<file path="src/rtl/ahb_bus_arbiter.sv">
// Sixteen-master AHB bus arbiter with a registered one-hot grant and handover on HREADY.
// Define ROUND_ROBIN_EN for rotating priority; the default is fixed priority (master 0 highest).
module ahb_bus_arbiter (
    input  logic        HCLK,
    input  logic        HRESET,
    input  logic [15:0] HBUSREQx,
    input  logic [15:0] HLOCKx,
    output logic [15:0] HGRANTx,
    input  logic [15:0] HSPLIT,
    input  logic        HREADY,
    output logic [3:0]  HMASTER,
    output logic        HMASTLOCK
);

    logic [15:0] eligible;
    logic [15:0] sel_onehot;
    logic [3:0]  grant_idx;

    // A locked owner that is still requesting keeps the bus, even if it is split-masked.
    always_comb begin
        eligible = HBUSREQx & ~HSPLIT;
        if (HMASTLOCK && HBUSREQx[HMASTER]) begin
            eligible          = '0;
            eligible[HMASTER] = 1'b1;
        end
    end

`ifdef ROUND_ROBIN_EN
    // Search starts just above the current owner; 4-bit arithmetic wraps 15 -> 0.
    always_comb begin
        logic       found;
        logic [3:0] idx;
        sel_onehot = '0;
        found      = 1'b0;
        idx        = '0;
        for (int unsigned i = 0; i < 16; i++) begin
            idx = HMASTER + 4'(i) + 4'd1;
            if (!found && eligible[idx]) begin
                sel_onehot[idx] = 1'b1;
                found           = 1'b1;
            end
        end
    end
`else
    always_comb begin
        logic found;
        sel_onehot = '0;
        found      = 1'b0;
        for (int unsigned i = 0; i < 16; i++) begin
            if (!found && eligible[i]) begin
                sel_onehot[i] = 1'b1;
                found         = 1'b1;
            end
        end
    end
`endif

    always_comb begin
        grant_idx = '0;
        for (int unsigned i = 0; i < 16; i++) begin
            if (HGRANTx[i]) begin
                grant_idx = 4'(i);
            end
        end
    end

    always_ff @(posedge HCLK or posedge HRESET) begin
        if (HRESET) begin
            HGRANTx   <= '0;
            HMASTER   <= '0;
            HMASTLOCK <= 1'b0;
        end else if (HREADY) begin
            HGRANTx <= '0;
            if (HGRANTx != '0) begin
                HMASTER   <= grant_idx;
                HMASTLOCK <= HLOCKx[grant_idx];
            end
        end else if (HGRANTx == '0) begin
            HGRANTx <= sel_onehot;
        end
    end

endmodule

</file>
<file path="config.mk">
export PLATFORM = sky130hd
export DESIGN_NAME = ahb_bus_arbiter
export DESIGN_NICKNAME = d
export VERILOG_FILES = /design/src/rtl/ahb_bus_arbiter.sv
export SDC_FILE = /design/constraint.sdc
export NUM_CORES = 1
export LEC_CHECK = 0
export CAP_MARGIN = 20
export CORE_MARGIN = 3
export CORE_UTILIZATION = 40
export DETAILED_ROUTE_END_ITERATION = 12
export PLACE_DENSITY_LB_ADDON = 0.25
export SLEW_MARGIN = 20
export SYNTH_ARGS = -nofsm -noshare
export SYNTH_HDL_FRONTEND = slang
export SYNTH_SLANG_ARGS = --single-unit
</file>
<file path="constraint.sdc">
create_clock -name HCLK -period 3.6 [get_ports HCLK]
set_input_delay 0.54 -clock HCLK [delete_from_list [all_inputs] [get_ports HCLK]]
set_output_delay 0.54 -clock HCLK [all_outputs]
set_load 0.005 [all_outputs]
</file>
Yosys cells after proc, flatten, opt, wreduce, memory -nomap -nowiden:

Index checks and enable logic that the tools add are counted.

* bitwise operators: 2
* order comparisons: 3
* reduce and logical (&&, ||, !) cells: 36
* multiplexer cells: 54

Operators with widths (count)
* 2-to-1 mux 4 bit: 14
* 2-to-1 mux 16 bit: 3
* 2-to-1 mux 1 bit: 34
* logical AND 1 bit: 17
* AND 16 bit: 1
* logical NOT 16 bit: 1
* NOT 16 bit: 1
* nonzero test 16 bit: 1
* logical NOT 1 bit: 15
* < comparator 4 x 5 -> 1 bit, second input constant: 2
* binary-select mux 1 bit (select 4 bit): 2
* demux 1 bit (select 4 bit): 1
* >= comparator 4 x 1 -> 1 bit, second input constant: 1
* AND reduction 2 bit: 1
* nonzero test 2 bit: 1

* input port bits: 51
* output and inout port bits: 21
* register bits: 21

Longest topological paths before layout:

Gate-level depths: netlist of the first run.

* depth in word-level cells: 53
* depth in mapped cells: 9

Worst setup path before layout of the first run:

Ideal clock, no wire load.

* path kind: reg-to-reg
* start: register HGRANTx[15]
* end: register HGRANTx[15]
* arrival: 2.037 ns
* stages on the path, launching flop included: 8
* path slack: 1.497 ns
* data required time: 3.534 ns
* path through: dfrtp_1 > nor4_4 > nand4_2 > nor4b_2 > and4b_1 > a21boi_1 > a41o_2 > a22o_1

* word-level cells in the longest chain between the ends: 2

Ends and longest elaborated chain
* from (decl): RTL line 8 `output logic [15:0] HGRANTx,`
* from (signal assigned): RTL line 79 `HGRANTx <= sel_onehot;`
* logical NOT 16 bit: RTL line 78 `end else if (HGRANTx == '0) begin`
* nonzero test 2 bit (no source line)

Every way passes these cells.
A chain may end at the register's enable or synchronous reset.

Worst setup path in the final report of the first run:

* start: input port HBUSREQx[0]
* end: register HGRANTx[15]

* word-level cells in the longest chain between the ends: 52
* elaborated cells between the ends (all ways): 53

Ends and longest elaborated chain
* from (decl): RTL line 6 `input logic [15:0] HBUSREQx,`
* binary-select mux 1 bit (select 4 bit): RTL line 22 `if (HMASTLOCK && HBUSREQx[HMASTER]) begin`
* 2-to-1 mux 1 bit (not written as such): RTL line 22
* logical AND 1 bit: RTL line 22
* 2-to-1 mux 16 bit (*): RTL line 22
* 2-to-1 mux 1 bit: RTL line 50 `if (!found && eligible[i]) begin`
* logical NOT 1 bit: RTL line 50
* logical AND 1 bit: RTL line 50
* 2-to-1 mux 1 bit: RTL line 50
* [... 36 more ...]
* logical NOT 1 bit: RTL line 50
* logical AND 1 bit: RTL line 50
* 2-to-1 mux 1 bit: RTL line 50
* logical NOT 1 bit: RTL line 50
* logical AND 1 bit (*): RTL line 50
* 2-to-1 mux 1 bit (*): RTL line 50
* 2-to-1 mux 16 bit (*): RTL line 78
* 2-to-1 mux 16 bit (*): RTL line 72 `end else if (HREADY) begin`

Mark *: on every way between the ends. The rest lies on a longest branch, timed or not. The select of a mux whose other input is x is not followed.

==> impl_metrics.toml, run 1 <==
[placement]
dpl_worst_slack_ps = 331
gp_congestion = 0.916
port_buffers = 71
dp_hpwl_mm = 3.93

[yosys]
syn_inst = 191
avgSynthCellArea_um2 = 9.00
yosysWarningCount = 0
synth.cell_area_mm2 = 0.00172
synth_top_area_share_pct = 30.6
syn-num-nets = 242
synth-edff-count = 0
ys_seq_elements = 21
yosys-top-cells-count = "21 x dfrtp_1, 19 x nand2_1, 13 x mux2i_1"
yosys-top-cells-area = "dfrtp_1 31%, mux4_2 7.9%, mux2i_1 7.6%"
async_reset_ff_share_pct = 100
ys_seq_area_share_pct = 30.6
yosysUniqueCellTypes = 44
synthFlopType = "dfrtp_1"
post-synth-top-area-cell = "dfrtp_1"
synth.most_common_cell = "dfrtp_1"

[global_route]
grtUsageTotal_pct = 19.3
grt_max_degree = 33
overflow = 0
use_met2_pct = 30.3
gr-max-usage-layer = "met2"
grt_pass1_vias = 1637
gr-usage-met3_pct = 2.81
antenna_found_initial = 0
grtUsageMet1_pct = 28.2
grt_pass1_wl_mm = 7.90

[sta]
setup_tns_ps = 0
hold_viol_final = 0
clock-skew-final_ps = 7.30
slew_headroom_pct = 46.9
worst_pin_slew_ps = 796
rsz0062_at_grt = "no"
period_share_pct = 75.6
fmax_ghz = 0.367
final_max_slew_viol_count = 0
worst_slack_ps = 877
period_minus_slack_ps = 2720
finalSetupViolations = 0

[clock_tree]
cts_root_buf = "clkbuf_8"
clock_sinks = 21
clockBufferDepth = 2
numCtsBuffers = 3
h-tree-depth = 1
hold_buffers = 0
cts_resized = 0
postCtsSetupBuffers = 0
cts_tree = "yes"
clk_latency_ps = 260
path_clk_slew_ps = 80

[die]
ios = 72
die_x_um = 71.6
rows = 23
die_area_mm2 = 0.00512
die_y_um = 71.6
coreArea_mm2 = 0.00409
start_util_pct = 42.1

[final_layout]
insertedDiodeCount = 0
drive_gt1_share_pct = 8.91
nNetsFinal = 310
syn_to_final_growth_pct = 46.7
fill_cells = 361

[power_and_ir_drop]
vdd.ir_drop.worst_uv = 254
powerDensity_mw_per_mm2 = 482
p_leak_uw = 0.000947

[critical_path]
worstSetupEndpointType = "flip-flop"
arrival_ps = 2870
cp_max_fo = 32
startpoint_type = "primary input"
crit_type = "in2reg"
crit_required_ps = 3750

[detailed_routing]
dr.pass1.iters = 4
ant_nets = 0
drt-wirelength-per-cell_um = 15.3
drc_errors = 0
routed-via-count = 1724
wl_mm = 4.71
vias_per_cell = 5.60
drtIter0Drc = 82

[job]
cap_violations = 0

[status]
status = "completed"

[min_path]
min_path_type = "reg2reg"
metrics by stage:
step	instance area, um2	total power, uW	hold slack (ps)	instances	util, %
2_1_floorplan	1720	819	517	191	-
3_3_place_gp	2470	1060	538	304	60.4
3_5_place_dp	2470	1060	551	304	60.4
4_1_cts	2510	1210	563	308	61.5
5_1_grt	2520	1300	605	308	61.7
6_report	2520	1210	557	308	61.7
cell type report:
type	count	area, um2	share of cell area (%)
Clock inverter	1	5.00	0.199
Sequential cell	21	526	20.8
Clock buffer	3	41.3	1.64
Inverter	9	33.8	1.34
Multi-Input combinational cell	151	1130	44.7
Timing Repair Buffer	73	726	28.8
Tap cell	50	62.6	2.48
kinds of logic after synthesis:
logic type	after synthesis	synth area share (%)
multiplexers	21	16.7
AO/OA/AOI/OAI	41	17.2
AND/OR/NAND/NOR	89	31.2
flip-flops	21	30.6
buffers and inverters	19	4.29
state kept, by name, indices dropped and copies added, names as in the netlist:
name	cells
HGRANTx	16
HMASTLOCK	1
HMASTER	4
per-layer routing:
| metal | share of wire, % | routed length (um) |
|---|---|---|
| met5 | 0 | 0 |
| met4 | 0.59 | 28 |
| met3 | 8.3 | 391 |
| met2 | 46 | 2160 |
| met1 | 45 | 2130 |
critical path: stages:
cell	delay, ps
clkdlybuf4s50_1	500
mux4_2	250
mux2i_1	100
o22ai_4	590
and4b_1	290
a21boi_1	130
a41o_2	260
a22o_1	200
where the power goes:
group,total (uW),switching (uW),internal (uW)
logic,706,349,357
clock network,154,77.0,77.0
registers,355,79.7,275
placed cells by master (no fill, tap or decap), drive strengths merged, types with 2 or more instances in the layout:
master / Yosys / routed
a21oi: 3 / 3
nand4b: 2 / 2
nor4: 8 / 8
nand2b: 12 / 12
mux2: 2 / 2
a31oi: 7 / 7
nor3b: 4 / 4
nor2b: 12 / 12
nand2: 19 / 19
nand4: 8 / 8
nor4b: 2 / 2
mux2i: 13 / 13
a22o: 4 / 4
mux4: 6 / 6
nand3: 2 / 2
o311ai: 3 / 3
nor3: 3 / 3
clkdlybuf4s50: 0 / 71
clkbuf: 8 / 3
dfrtp: 21 / 21
nor2: 12 / 12
buf: 2 / 2
o21ai: 11 / 11
o211ai: 2 / 2
o22ai: 3 / 3
inv: 9 / 9
nand3b: 2 / 2
worst paths after layout:
kind	startpoint	slack [ps]	end	cells after the start
setup reg to reg	HMASTER[1]	940	HGRANTx[15]	7
hold / removal	HGRANTx[0]	560	HGRANTx[0]	2
max in group asynchronous	HRESET	2370	HGRANTx[13]	2
min in group asynchronous	HRESET	730	HGRANTx[7]	2
hold reg to reg	HGRANTx[0]	560	HGRANTx[0]	2
setup / recovery	HBUSREQx[0]	880	HGRANTx[15]	8
No activity file was read; power rests on OpenSTA's default activity.
==> run 2: changes to the inputs <==
- clock period: 3.6 -> 2.7 ns (I/O delays scaled with it)
==> run 2 against run 1 <==
  * Core utilization increased by 1.1 points
  * Sequential share of layout area decreased by 0.37 points
  * Global-route usage increased by 1.7 points
  * Flip-flop and latch count unchanged
  * Setup slack got worse by 580 ps
  * First-iteration DRC count increased by 20%
  * Final cell count increased by 2.3%
  * Wire length increased by 7.6%
  * Clock-buffer cell count unchanged
==> impl_metrics.toml, run 2 (synthesized netlist as in run 1, its figures left out) <==
[final_layout]
final_common_cell = "clkdlybuf4s50_1"
largest_register_ffs = 16
final_core_util_pct = 62.8
final_cell_count_no_fill = 315
fill_cells = 370
syn_to_final_growth_pct = 49.3
drive_gt1_share_pct = 11.3
insertedDiodeCount = 0
nNetsFinal = 317
top_register = "HGRANTx"
reg_top3 = "HGRANTx: 16 flops, HMASTER: 4 flops, HMASTLOCK: 1 flops"
fin_area_mm2 = 0.00257
layout_common_cells = "71 x clkdlybuf4s50_1, 21 x dfrtp_1, 19 x nand2_1"

[sta]
finalSetupViolations = 0
worst_pin_slew_ps = 810
period_share_pct = 89.1
hold_viol_final = 0
clock-skew-final_ps = 6.82
setup_tns_ps = 0
slew_headroom_pct = 45.9
final_max_slew_viol_count = 0
fmax_ghz = 0.416
period_minus_slack_ps = 2410
rsz0062_at_grt = "no"

[detailed_routing]
ant_nets = 0
drc_errors = 0
wl_mm = 5.07
vias_per_cell = 5.71
dr.pass1.iters = 4
drt-wirelength-per-cell_um = 16.1
routed-via-count = 1798
drtIter0Drc = 98

[clock_tree]
hold_buffers = 0
numCtsBuffers = 3
clock_sinks = 21
clockBufferDepth = 2
clk_latency_ps = 260
cts_resized = 0
path_clk_slew_ps = 80
cts_root_buf = "clkbuf_8"
h-tree-depth = 1
postCtsSetupBuffers = 0
cts_tree = "yes"

[global_route]
grt_max_degree = 22
antenna_found_initial = 0
grt_pass1_vias = 1773
grtUsageTotal_pct = 21.0
grt_pass1_wl_mm = 8.54
overflow = 0

[critical_path]
arrival_ps = 2560
crit_required_ps = 2850
crit_type = "in2reg"
worstSetupEndpointType = "flip-flop"
startpoint_type = "primary input"
cp_max_fo = 12

[die]
die_area_mm2 = 0.00512
die_x_um = 71.6
start_util_pct = 42.1
rows = 23
die_y_um = 71.6
ios = 72
coreArea_mm2 = 0.00409

[power_and_ir_drop]
p_comb_share_pct = 61.4
p_leak_uw = 0.000982
powerDensity_mw_per_mm2 = 664
pwr-share-seq_pct = 26.4
power_switching_share_pct = 41.3
vdd.ir_drop.worst_uv = 272
p_int_uw = 1000
clockPowerShare_pct = 12.2
p_switching_uw = 704

[min_path]
min_path_type = "reg2reg"

[placement]
gp_congestion = 0.997
placed_cell_area_mm2 = 0.00252
dp_hpwl_mm = 4.22
dp_cells = 311
port_buffers = 71

[job]
cap_violations = 0

[status]
status = "completed"
-- run 2: power groups by stage --
stage | Clock (uW) | Combinational (uW) | Sequential, uW
3_5_place_dp | 0 | 1040 | 456
6_report | 208 | 1050 | 449
5_1_grt | 225 | 1130 | 464
4_1_cts | 211 | 1050 | 451
2_1_floorplan | 0 | 668 | 424
3_3_place_gp | 0 | 1030 | 455
-- run 2: metrics by stage --
| step | setup slack [ps] | total power (uW) | hold WS (ps) |
|---|---|---|---|
| 2_1_floorplan | 597 | 1090 | 382 |
| 3_3_place_gp | 99.1 | 1490 | 544 |
| 3_5_place_dp | 28.8 | 1500 | 554 |
| 4_1_cts | 289 | 1710 | 566 |
| 5_1_grt | 158 | 1820 | 611 |
| 6_report | 294 | 1700 | 560 |
-- run 2: worst paths after layout --
check | startpoint | end | slack, ps | depth (start not counted)
min in group asynchronous | HRESET | HGRANTx[10] | 600 | 2
max in group asynchronous | HRESET | HGRANTx[13] | 1600 | 2
worst min register to register | HGRANTx[0] | HGRANTx[0] | 560 | 2
worst max register to register | HGRANTx[3] | HGRANTx[15] | 330 | 7
worst min-delay path | HGRANTx[0] | HGRANTx[0] | 560 | 2
worst max-delay path | HBUSREQx[0] | HGRANTx[15] | 290 | 8
-- run 2: final cells by class --
cell class,count,area (um2),share of cell area [%]
flip-flops and latches,21,526,20.5
repair buffers,80,778,30.3
inverters,9,33.8,1.32
clock inverters,1,5.00,0.195
clock buffers,3,41.3,1.61
well taps,50,62.6,2.44
multi-input cells,151,1120,43.6
-- run 2: worst max-delay path: stages --
cell	delay (ps)
clkdlybuf4s50_1	520
mux4_2	250
mux2i_1	70
o22ai_2	430
and4b_1	280
a21boi_1	130
a41o_2	260
a22o_1	210
-- run 2: routing by layer --
| metal | global-route usage, % | up-vias | share of wire (%) |
|---|---|---|---|
| met5 | 0 | - | 0 |
| met4 | 6.89 | 0 | 1.9 |
| met3 | 3.23 | 10 | 8.0 |
| met2 | 34.1 | 94 | 47 |
| met1 | 28.7 | 828 | 43 |
| li1 | - | 866 | - |
